===== src/rtl/adder_clk_pkg.sv =====
// adder_clk_pkg: shared defaults and channel-select width helper for the adder clock divider
package adder_clk_pkg;
  localparam int DEF_CNT_W = 8;
  localparam int DEF_HALF = 10;
  function automatic int ch_width(input int n);
    return (n > 1) ? $clog2(n) : 1;
  endfunction
endpackage


===== src/rtl/adder_clk_div_if.sv =====
// adder_clk_div_if: runtime half-period configuration port (valid/ready)
interface adder_clk_div_if import adder_clk_pkg::*; #(
  parameter int CNT_W = DEF_CNT_W,
  parameter int CH_W = 1
);
  logic cfg_valid;
  logic cfg_ready;
  logic [CH_W-1:0] cfg_ch;
  logic [CNT_W-1:0] cfg_half;
  modport master(output cfg_valid, cfg_ch, cfg_half, input cfg_ready);
  modport slave(input cfg_valid, cfg_ch, cfg_half, output cfg_ready);
endinterface


===== src/rtl/adder_clk_chan.sv =====
// adder_clk_chan: one divider channel with half-period counter and deferred ratio update
module adder_clk_chan import adder_clk_pkg::*; #(
  parameter int CNT_W = DEF_CNT_W,
  parameter int DEFAULT_HALF = DEF_HALF
) (
  input  logic clk,
  input  logic reset,
  input  logic en,
  input  logic resync,
  input  logic load,
  input  logic [CNT_W-1:0] load_half,
  output logic pending,
  output logic div_clk,
  output logic tick
);
  logic [CNT_W-1:0] cnt, half, pend_half;
  logic wrap;
  assign wrap = cnt == half;
  always_ff @(posedge clk) begin
    if (reset) begin
      cnt <= '0;
      half <= CNT_W'(DEFAULT_HALF);
      pend_half <= CNT_W'(DEFAULT_HALF);
      pending <= 1'b0;
      div_clk <= 1'b0;
      tick <= 1'b0;
    end else begin
      tick <= 1'b0;
      if (resync || (en && wrap)) begin
        cnt <= '0;
        if (pending) half <= pend_half;
        pending <= 1'b0;
        div_clk <= resync ? 1'b0 : ~div_clk;
        tick <= !resync && !div_clk;
      end else if (en) begin
        cnt <= cnt + 1'b1;
      end
      // a load is only possible while not pending, so it never collides with an apply
      if (load) begin
        pend_half <= load_half;
        pending <= 1'b1;
      end
    end
  end
endmodule


===== src/rtl/adder_clk_div.sv =====
// adder_clk_div: multi-channel programmable clock divider producing divided levels and rising-edge ticks
module adder_clk_div import adder_clk_pkg::*; #(
  parameter int NUM_CH = 2,
  parameter int CNT_W = DEF_CNT_W,
  parameter int DEFAULT_HALF = DEF_HALF,
  parameter int CH_W = ch_width(NUM_CH)
) (
  input  logic clk,
  input  logic reset,
  input  logic en,
  input  logic resync,
  adder_clk_div_if.slave cfg,
  output logic [NUM_CH-1:0] div_clk,
  output logic [NUM_CH-1:0] tick
);
  logic [NUM_CH-1:0] pending, load;
  // out-of-range channels always report ready so their writes are silently dropped
  always_comb begin
    cfg.cfg_ready = 1'b1;
    for (int i = 0; i < NUM_CH; i++)
      if (cfg.cfg_ch == CH_W'(i)) cfg.cfg_ready = ~pending[i];
  end
  for (genvar c = 0; c < NUM_CH; c++) begin : g_ch
    assign load[c] = cfg.cfg_valid && cfg.cfg_ready && cfg.cfg_ch == CH_W'(c);
    adder_clk_chan #(.CNT_W(CNT_W), .DEFAULT_HALF(DEFAULT_HALF)) u_chan (
      .clk(clk),
      .reset(reset),
      .en(en),
      .resync(resync),
      .load(load[c]),
      .load_half(cfg.cfg_half),
      .pending(pending[c]),
      .div_clk(div_clk[c]),
      .tick(tick[c])
    );
  end
endmodule


===== src/flat_wrapper.sv =====
// flat-port wrapper written by rule: the top's interface ports become plain ports
module adder_clk_div_flat import adder_clk_pkg::*;
#(
  parameter int NUM_CH = 2,
  parameter int CNT_W = DEF_CNT_W,
  parameter int DEFAULT_HALF = DEF_HALF,
  parameter int CH_W = ch_width(NUM_CH)
)
  (clk, reset, en, resync, div_clk, tick, cfg_cfg_valid, cfg_cfg_ch, cfg_cfg_half, cfg_cfg_ready);
  adder_clk_div_if #(.CNT_W(CNT_W), .CH_W(CH_W)) cfg_i ();
  input  logic clk;
  input  logic reset;
  input  logic en;
  input  logic resync;
  output logic [NUM_CH-1:0] div_clk;
  output logic [NUM_CH-1:0] tick;
  input wire logic [$bits(cfg_i.cfg_valid)-1:0] cfg_cfg_valid;
  input wire logic [$bits(cfg_i.cfg_ch)-1:0] cfg_cfg_ch;
  input wire logic [$bits(cfg_i.cfg_half)-1:0] cfg_cfg_half;
  output wire logic [$bits(cfg_i.cfg_ready)-1:0] cfg_cfg_ready;
  assign cfg_i.cfg_valid = cfg_cfg_valid;
  assign cfg_i.cfg_ch = cfg_cfg_ch;
  assign cfg_i.cfg_half = cfg_cfg_half;
  assign cfg_cfg_ready = cfg_i.cfg_ready;
  adder_clk_div #(.NUM_CH(NUM_CH), .CNT_W(CNT_W), .DEFAULT_HALF(DEFAULT_HALF), .CH_W(CH_W)) u_core (.clk(clk), .reset(reset), .en(en), .resync(resync), .cfg(cfg_i), .div_clk(div_clk), .tick(tick));
endmodule

===== config.mk =====
export PLATFORM = sky130hd
export DESIGN_NAME = adder_clk_div_flat
export DESIGN_NICKNAME = d
export VERILOG_FILES = /design/src/rtl/adder_clk_pkg.sv /design/src/rtl/adder_clk_div_if.sv /design/src/rtl/adder_clk_chan.sv /design/src/rtl/adder_clk_div.sv /design/src/flat_wrapper.sv
export SDC_FILE = /design/constraint.sdc
export NUM_CORES = 1
export LEC_CHECK = 0
export ABC_AREA = 1
export CAP_MARGIN = 20
export CORE_ASPECT_RATIO = 0.5
export CORE_MARGIN = 4
export CORE_UTILIZATION = 40
export CTS_CLUSTER_SIZE = 24
export DETAILED_ROUTE_END_ITERATION = 7
export SLEW_MARGIN = 20
export SYNTH_ARGS = -nofsm -noshare
export SYNTH_HDL_FRONTEND = slang
export SYNTH_HIERARCHICAL = 1
export SYNTH_SLANG_ARGS = --single-unit

===== constraint.sdc =====
create_clock -name clk -period 4.1 [get_ports clk]
set_clock_uncertainty 0.2 [all_clocks]
set_input_delay 0.615 -clock clk [delete_from_list [all_inputs] [get_ports clk]]
set_output_delay 0.615 -clock clk [all_outputs]
set_load 0.01 [all_outputs]

==> metrics.yaml, run 1 <==
synth_cell_types: 27
path_class: "reg -> out"
cts_tree: "yes"
max_freq_mhz: 382
cts_hold_buf: 0
final_cell_mix: "72 x nand2_1, 54 x dfxtp_1, 53 x inv_1"
io_buffers: 18
post-route-min-period_ns: 2.62
clock_latency_ns: 0.29
cap_viol_max_count: 0
avgRoutedWirePerCell_um: 11.3
drt-pass1-iter-count: 4
netlist_instances: 363
grt_pass1_wl_mm: 9.34
drc: 0
status: "complete, no violations"
tightest_slew_ns: 0.614
layout_commonest_cell: "nand2_1"
start_util: 0.422
die_area_um2: 7960
endpoint_kind: "output pin"
ant_nets: 0
synth_top_area_cell: "dfxtp_1"
post-cts-setup-buffers: 0
cts_sinks: 54
p_per_area_nw_per_um2: 370
rsz0062_at_grt: "no"
track_usage: 0.147
ys.warnings.count: 6
fp.dieH_um: 65.1
place_congestion: 0.822
fin_nets: 394
synth_area_leaders: "dfxtp_1 41%, nand2_1 10%, inv_1 7.6%, nand3_1 6.5%, nor2_1 6.2%"
cts-resized-gates: 0
n_antenna_cell: 0
die_w_um: 122
drive_gt1_frac: 0.0844
m1WireLength_mm: 2.63
area_growth_pct: 13.7
finalMaxSlewViolations: 0
clock_path_buffers: 2
setup_violations: 0
synth_fp_nets: 379
h-tree-depth: 2
grt_overflow: 0
numCtsBuffers: 5
met3_length_um: 161
crit_arrival_ns: 1.80
nFillCells: 613
placementRows: 20
io_pins: 19
synth_seq_cells: 54
hold_viol: 0
synth_top_area_share: 0.414
instances_no_fill: 467
ys_seq_area_frac: 0.414
worst-endpoint-required_ns: 3.28
hpwl_mm: 4.10
crit_fanout: 17
detail_route.vias_per_cell: 4.71
root_buffer: "clkbuf_16"
drt_iter0_drc: 135
met2_length_mm: 2.45
grt_max_degree: 19
p_leak_nw: 1.18
ir_drop_v: 0.000161
relSlewSlack: 0.590
syn_avg_cell_area_um2: 7.19
antenna_found_initial: 0
grt_pass1_vias: 2125
coreArea_um2: 6180
clkTransAtPathRegs_ns: 0.07
drt_wl_total_mm: 5.29
syn_area_um2: 2610
start_kind: "flop"
tns_ns: 0
dp_cells: 459
dr_total_vias: 2199
min_path_type: "reg -> reg"
finalCritPeriodShare: 0.639
top_layer_used: "met4"
layer usage:
layer  vias to the layer above  global-route usage
li1                       1183                   -
met5                         -                   0
met3                         4              0.0439
met1                       994               0.189
met2                        18               0.245
met4                         0              0.0293
synthesized netlist by cell type, drive strengths merged:
library cell / count
nand2: 77
inv: 55
dfxtp: 54
nor2: 48
nand3: 36
a21oi: 32
o21ai: 18
xor2: 8
buf: 6
nor3b: 6
clkbuf: 4
nand4: 4
nor3: 4
clkinv: 3
ha: 2
o2111a: 2
o211ai: 2
xnor2: 2
layout make-up:
class                      instances  area, um^2  share of cell area
clock buffer                       6         139              0.0468
clock inverter                     2        12.5             0.00422
inverter                          58         218              0.0734
multi-input combinational        241        1220               0.413
sequential                        54        1080               0.365
tap                               88         110              0.0371
timing repair buffer              18         180              0.0608
critical path: stages, from the launching register on:
cell and delay [ns]:
dfxtp_1 0.71, clkinv_1 0.17, nand2_2 0.11, nand2_1 0.05, clkdlybuf4s50_1 0.47
report_power, final:
part	switching, mW	internal (mW)
clock	0.187	0.242
sequential	0.0173	0.545
combinational	0.0626	0.0443
final timing paths:
path / from / end / slack, ns / cells past startpoint
setup / recovery: u_core/g_ch[0].u_chan/pending$_SDFFE_PP0P_ / cfg_cfg_ready / 1.48 / 4
hold / removal: u_core/g_ch[0].u_chan/pend_half[0]$_SDFFE_PP0P_ / u_core/g_ch[0].u_chan/pend_half[0]$_SDFFE_PP0P_ / 0.26 / 2
setup reg to reg: u_core/g_ch[0].u_chan/pending$_SDFFE_PP0P_ / u_core/g_ch[0].u_chan/pend_half[5]$_SDFFE_PP0P_ / 2.25 / 6
hold reg to reg: u_core/g_ch[0].u_chan/pend_half[0]$_SDFFE_PP0P_ / u_core/g_ch[0].u_chan/pend_half[0]$_SDFFE_PP0P_ / 0.26 / 2
per-stage QoR:
| stage | setup slack [ns] | hold slack, ns | util | cell area (um^2) | total power, mW |
|---|---|---|---|---|---|
| 2_1_floorplan | 2.45 | 0.230 | - | 2610 | 0.652 |
| 3_3_place_gp | 1.53 | 0.245 | 0.455 | 2810 | 0.678 |
| 3_5_place_dp | 1.50 | 0.248 | 0.455 | 2810 | 0.682 |
| 4_1_cts | 1.47 | 0.264 | 0.480 | 2970 | 1.12 |
| 5_1_grt | 1.37 | 0.281 | 0.480 | 2970 | 1.16 |
| 6_report | 1.48 | 0.261 | 0.480 | 2970 | 1.10 |
kinds of logic (layout without fill, tap and decap cells):
kind of cell             count (synthesis)  after routing  synth area share
XOR/XNOR                                10             10            0.0336
buffers and inverters                   68             84             0.116
AO/OA/AOI/OAI                           54             54             0.122
flip-flops                              54             54             0.414
adder cells (fa/ha/maj)                  2              2           0.00959
AND/OR/NAND/NOR                        175            175             0.305
state kept, by name (all words and copies together) (netlist names):
name and cells:
u_core/g_ch.u_chan/pend_half 16, u_core/g_ch.u_chan/div_clk 2, u_core/g_ch.u_chan/cnt 16, u_core/g_ch.u_chan/half 16, u_core/g_ch.u_chan/pending 2, u_core/g_ch.u_chan/tick 2
No activity file was read; power rests on OpenSTA's default activity.
==> inputs of run 2 (changes only) <==
Clock period 4.1 ns to 2.1 ns, I/O delays scaled along.
==> run 2 against run 1 <==
  * Setup slack worse by 1.4 ns
  * Clock power grew 93%
  * Sequential cell count unchanged
  * Combinational power is 120% higher
  * Cell area up 3.6%
  * Sequential power up 94%
  * Largest cell class unchanged
  * Highest routed layer unchanged
==> metrics.yaml, run 2 (synthesis results as in run 1) <==
status: "complete, no violations"
p_sw_uw: 516  # +93%
crit_buf_inv: 2  # unchanged
grt_pass1_wl_mm: 9.51  # +1.8%
final_cell_mix: "72 x nand2_1, 54 x dfxtp_1, 53 x inv_1"
hpwl_mm: 4.18  # +2.0%
met3_length_um: 140  # -13%
avgRoutedWirePerCell_um: 11.3  # -0.31%
max_freq_mhz: 506
fin_area_um2: 3070  # +3.6%
io_buffers: 18  # unchanged
crit_arrival_ns: 1.46  # -0.34 ns
m1WireLength_mm: 2.69  # +2.1%
rsz0062_at_grt: "no"
finalCritPeriodShare: 0.941
critPathMaxStageDelay_ns: 0.54  # -0.17 ns
antenna_found_initial: 0  # unchanged
hp-start: "u_core/g_ch[0].u_chan/pend_half[7]$_SDFFE_PP0P_"
drive_gt1_frac: 0.110  # +0.0258
largestRegisters: "u_core/g_ch.u_chan/cnt (16), u_core/g_ch.u_chan/half (16), u_core/g_ch.u_chan/pend_half (16)"
regToRegStartpoint: "u_core/g_ch[0].u_chan/cnt[7]$_SDFFE_PP0P_"
io_pins: 19  # unchanged
grt_overflow: 0  # unchanged
crit_fanout: 2  # -15
root_buffer: "clkbuf_16"
clock_latency_ns: 0.29  # about the same
relSlewSlack: 0.744  # +0.154
seq_area_um2: 1080  # unchanged
drt_wl_total_mm: 5.40  # +2.0%
path_class: "in -> out"
place_congestion: 0.793  # -3.6%
grt_pass1_vias: 2152  # +1.3%
cts-resized-gates: 0  # unchanged
dpl-instance-area_um2: 2920  # +3.8%
fp.dieH_um: 65.1  # unchanged
h-tree-depth: 2  # unchanged
cap_viol_max_count: 0  # unchanged
layout_commonest_cell: "nand2_1"
worst-endpoint-required_ns: 1.58  # -1.70 ns
cpMaxStageDelayCell: "clkdlybuf4s50_1"
fin_nets: 405  # +2.8%
tns_ns: 0  # unchanged
startpoint: "cfg_cfg_ch"
ir_drop_v: 0.000372  # +130%
die_area_um2: 7960  # unchanged
p_per_area_nw_per_um2: 702  # +89%
finalMaxSlewViolations: 0  # unchanged
met2_length_mm: 2.53  # +3.0%
start_kind: "input pin"
drc: 0  # unchanged
drt-pass1-iter-count: 4  # unchanged
top_layer_used: "met4"
crit_path_cell_trace: "clkdlybuf4s50_1, nand2_1, nand2_1, clkdlybuf4s50_1"
grt_max_degree: 17  # -2
rrSetupSlack_ns: 0.45  # -1.80 ns
area_growth_pct: 17.8
clkTransAtPathRegs_ns: 0.06  # about the same
ant_nets: 0  # unchanged
tightest_slew_ns: 0.384  # -0.230 ns
power_frac_comb: 0.111  # +0.014
holdWs_ns: 0.261  # -0.000157 ns
dr_total_vias: 2250  # +2.3%
critPathTopFamily: "buffers and inverters"
placementRows: 20  # unchanged
p_int_mw: 1.64  # +97%
instances_no_fill: 478  # +2.4%
endpoint_kind: "output pin"
post-cts-setup-buffers: 0  # unchanged
cts_sinks: 54  # unchanged
cts_tree: "yes"
p_clk_frac: 0.384  # -0.006
die_w_um: 122  # unchanged
numCtsBuffers: 5  # unchanged
clock_path_buffers: 2  # unchanged
coreArea_um2: 6180  # unchanged
dp_cells: 470  # +2.4%
post-route-min-period_ns: 1.98
setup_violations: 0  # unchanged
n_antenna_cell: 0  # unchanged
detail_route.vias_per_cell: 4.71  # about the same
hold_viol: 0  # unchanged
power_switching_share: 0.239  # -0.00352
nFillCells: 604  # -1.5%
min_path_type: "reg -> reg"
power_frac_seq: 0.505  # -0.007
cts_hold_buf: 0  # unchanged
start_util: 0.422  # unchanged
multi_input_area_um2: 1220  # unchanged
track_usage: 0.146  # -0.000241
p_leak_nw: 1.24  # +5.5%
drt_iter0_drc: 133  # -1.5%
==> run 2: cell types whose count changed in the layout (fill, tap and decap cells not counted) <==
cell and change:
buf_12 +2, buf_4 +9
==> run 2: per-layer routing <==
metal / track usage / vias up
li1: - / 1201
met1: 0.200 / 1025
met2: 0.239 / 20
met3: 0.0310 / 4
met4: 0.0335 / 0
met5: 0 / -
==> run 2: tightest hold or removal path: cells and delay by family, from the launching register on <==
| family | cells | cell delay, ns |
|---|---|---|
| flip-flops | 1 | 0.30 |
| AO/OA/AOI/OAI | 1 | 0.06 |
| buffers and inverters | 1 | 0.06 |
==> run 2: power groups by stage <==
| stage | clock network (mW) | logic, mW | registers [mW] |
|---|---|---|---|
| floorplan | 0 | 0.168 | 1.11 |
| global placement | 0 | 0.234 | 1.11 |
| detailed placement | 0 | 0.240 | 1.11 |
| CTS | 0.854 | 0.241 | 1.09 |
| global route | 0.896 | 0.273 | 1.09 |
| finish | 0.828 | 0.240 | 1.09 |
==> run 2: worst paths after layout <==
check	endpoint	depth (start not counted)
setup / recovery	cfg_cfg_ready	4
hold / removal	u_core/g_ch[0].u_chan/pend_half[7]$_SDFFE_PP0P_	2
setup reg to reg	u_core/g_ch[0].u_chan/half[3]$_SDFFE_PP1P_	11
hold reg to reg	u_core/g_ch[0].u_chan/pend_half[7]$_SDFFE_PP0P_	2
==> run 2: layout make-up <==
cell class | instances | area share
multi-input combinational | 241 | 0.399
tap | 88 | 0.0358
timing repair buffer | 29 | 0.0936
clock buffer | 6 | 0.0452
clock inverter | 2 | 0.00407
inverter | 58 | 0.0708
sequential | 54 | 0.352
==> run 2: per-stage QoR <==
stage / util / worst slack, ns / power (mW)
2_1_floorplan: - / 0.632 / 1.27
3_3_place_gp: 0.473 / -0.0379 / 1.34
3_5_place_dp: 0.473 / -0.0804 / 1.35
4_1_cts: 0.497 / 0.120 / 2.18
5_1_grt: 0.497 / 0.0772 / 2.26
6_report: 0.497 / 0.123 / 2.16
==> inputs of run 3 (changes only) <==
Settings changed: SETUP_SLACK_MARGIN set to 0.2.
==> run 3 against run 2 <==
  * Die area unchanged
  * Power about the same
  * Combinational power about the same
  * Sequential share of layout area about the same
  * Non-clock buffer count unchanged
  * Critical path depth increased by 1
  * Critical path type unchanged
  * Largest cell class unchanged
==> metrics.yaml, run 3 (synthesis results as in run 1) <==
status: "complete, no violations"
relSlewSlack: 0.745  # +0.00150
numCtsBuffers: 5  # unchanged
track_usage: 0.146  # unchanged
start_util: 0.422  # unchanged
cts_tree: "yes"
largestRegisters: "u_core/g_ch.u_chan/cnt (16), u_core/g_ch.u_chan/half (16), u_core/g_ch.u_chan/pend_half (16)"
root_buffer: "clkbuf_16"
coreArea_um2: 6180  # unchanged
h-tree-depth: 2  # unchanged
path_class: "in -> out"
max_freq_mhz: 569  # +13%
instances_no_fill: 478  # unchanged
worst-endpoint-required_ns: 1.58  # about the same
p_leak_nw: 1.25  # +0.75%
met1_usage: 0.200  # unchanged
rrSetupSlack_ns: 0.45  # about the same
crit_fanout: 2  # unchanged
power_frac_seq: 0.505  # about the same
top_usage_layer: "met2"
post-cts-setup-buffers: 0  # unchanged
grt_pass1_vias: 2152  # unchanged
finalCritPeriodShare: 0.836  # -0.105
drt_wl_total_mm: 5.41  # about the same
detail_route.vias_per_cell: 4.75  # +0.89%
hold_depth: 2  # unchanged
hpwl_mm: 4.18  # unchanged
cts_sinks: 54  # unchanged
regToRegStartpoint: "u_core/g_ch[0].u_chan/cnt[7]$_SDFFE_PP0P_"
area_growth_pct: 17.8  # about the same
io_pins: 19  # unchanged
post-route-min-period_ns: 1.76  # -0.220 ns
hold_viol: 0  # unchanged
clkTransAtPathRegs_ns: 0.06  # about the same
finalMaxSlewViolations: 0  # unchanged
drt_iter0_drc: 132  # -0.75%
start_kind: "input pin"
layout_commonest_cell: "nand2_1"
fin_ws_ns: 0.344  # +0.220 ns
whs_endpoint: "u_core/g_ch[0].u_chan/pend_half[7]$_SDFFE_PP0P_"
grt_max_degree: 17  # unchanged
fin_nets: 405  # unchanged
grt_pass1_wl_mm: 9.51  # unchanged
hp-start: "u_core/g_ch[0].u_chan/pend_half[7]$_SDFFE_PP0P_"
clock_path_buffers: 2  # unchanged
p_clk_frac: 0.384  # about the same
antenna_found_initial: 0  # unchanged
clock_latency_ns: 0.29  # about the same
pre_cts_ws_ns: -0.0804  # unchanged
place_congestion: 0.793  # unchanged
tightest_slew_ns: 0.381  # -0.00245 ns
use_met3: 0.0310  # unchanged
endpoint_kind: "output pin"
multi_input_area_um2: 1220  # unchanged
cts_hold_buf: 0  # unchanged
placementRows: 20  # unchanged
dp_cells: 470  # unchanged
setup_violations: 0  # unchanged
drt-pass1-iter-count: 4  # unchanged
gr-usage-met2: 0.239  # unchanged
nFillCells: 604  # unchanged
crit_arrival_ns: 1.24  # -0.22 ns
r2r-end: "u_core/g_ch[0].u_chan/half[3]$_SDFFE_PP1P_"
p_sw_uw: 515  # -0.10%
avgRoutedWirePerCell_um: 11.3  # about the same
power_switching_share: 0.239  # about the same
drc: 0  # unchanged
fp.dieH_um: 65.1  # unchanged
io_buffers: 18  # unchanged
p_per_area_nw_per_um2: 701  # -0.13%
ant_nets: 0  # unchanged
p_int_mw: 1.64  # about the same
startpoint: "cfg_cfg_ch"
grt_overflow: 0  # unchanged
die_w_um: 122  # unchanged
drive_gt1_frac: 0.110  # unchanged
rsz0062_at_grt: "no"
dr_total_vias: 2270  # +0.89%
min_path_type: "reg -> reg"
die_area_um2: 7960  # unchanged
power_frac_comb: 0.111  # about the same
n_antenna_cell: 0  # unchanged
cap_viol_max_count: 0  # unchanged
worst_r2r_path_depth: 11  # unchanged
seq_area_um2: 1080  # unchanged
final_cell_mix: "72 x nand2_1, 54 x dfxtp_1, 53 x inv_1"
ir_drop_v: 0.000372  # about the same
## run 3: stage by stage
stage	area [um^2]	power, mW	setup TNS, ns	hold slack, ns	util
after floorplan	2610	1.27	0	0.215	-
after global placement	2920	1.34	-0.359	0.244	0.473
after detailed placement	2920	1.35	-0.913	0.254	0.473
after CTS	3070	2.18	0	0.266	0.497
after global routing	3070	2.26	0	0.278	0.497
final	3070	2.15	0	0.261	0.497
## run 3: how the worst max path moves through the flow
stage	slack (ns)	endpoint	cells past startpoint
after floorplan	0.63	u_core/g_ch[0].u_chan/half[5]$_SDFFE_PP0P_	12
after global routing	0.30	cfg_cfg_ready	5
after detailed placement	-0.08	u_core/g_ch[0].u_chan/half[3]$_SDFFE_PP1P_	10
final	0.34	cfg_cfg_ready	5
after CTS	0.21	u_core/g_ch[0].u_chan/half[3]$_SDFFE_PP1P_	10
after global placement	-0.04	u_core/g_ch[1].u_chan/half[3]$_SDFFE_PP1P_	10
## run 3: power by group through the flow
stage / registers (mW) / logic (mW) / clock network (mW)
floorplan: 1.11 / 0.168 / 0
global placement: 1.11 / 0.234 / 0
detailed placement: 1.11 / 0.240 / 0
CTS: 1.09 / 0.240 / 0.854
global route: 1.09 / 0.271 / 0.896
finish: 1.09 / 0.239 / 0.827
## run 3: area by class of cell
class	instances	share of cell area
multi-input combinational	241	0.398
timing repair buffer	29	0.0940
inverter	58	0.0708
clock inverter	2	0.00407
sequential	54	0.352
clock buffer	6	0.0452
tap	88	0.0358
## run 3: metal layers
metal	vias up	wire length [um]	part of all wire
met5	-	0	0
met4	0	44	0.0081
met3	4	155	0.029
met2	30	2530	0.47
met1	1031	2670	0.49
li1	1205	-	-
## run 3: worst max-delay path, stage by stage
cell             delay, ns
clkdlybuf4s50_1       0.47
inv_1                 0.05
nand2_2               0.07
nand2_1               0.05
dlygate4sd2_1         0.28
## run 3: timing repair
action,CTS,global route
gates resized for setup,1,1
hold endpoints to repair,0,0
cloned,0,0
endpoints found under the setup margin,1,23
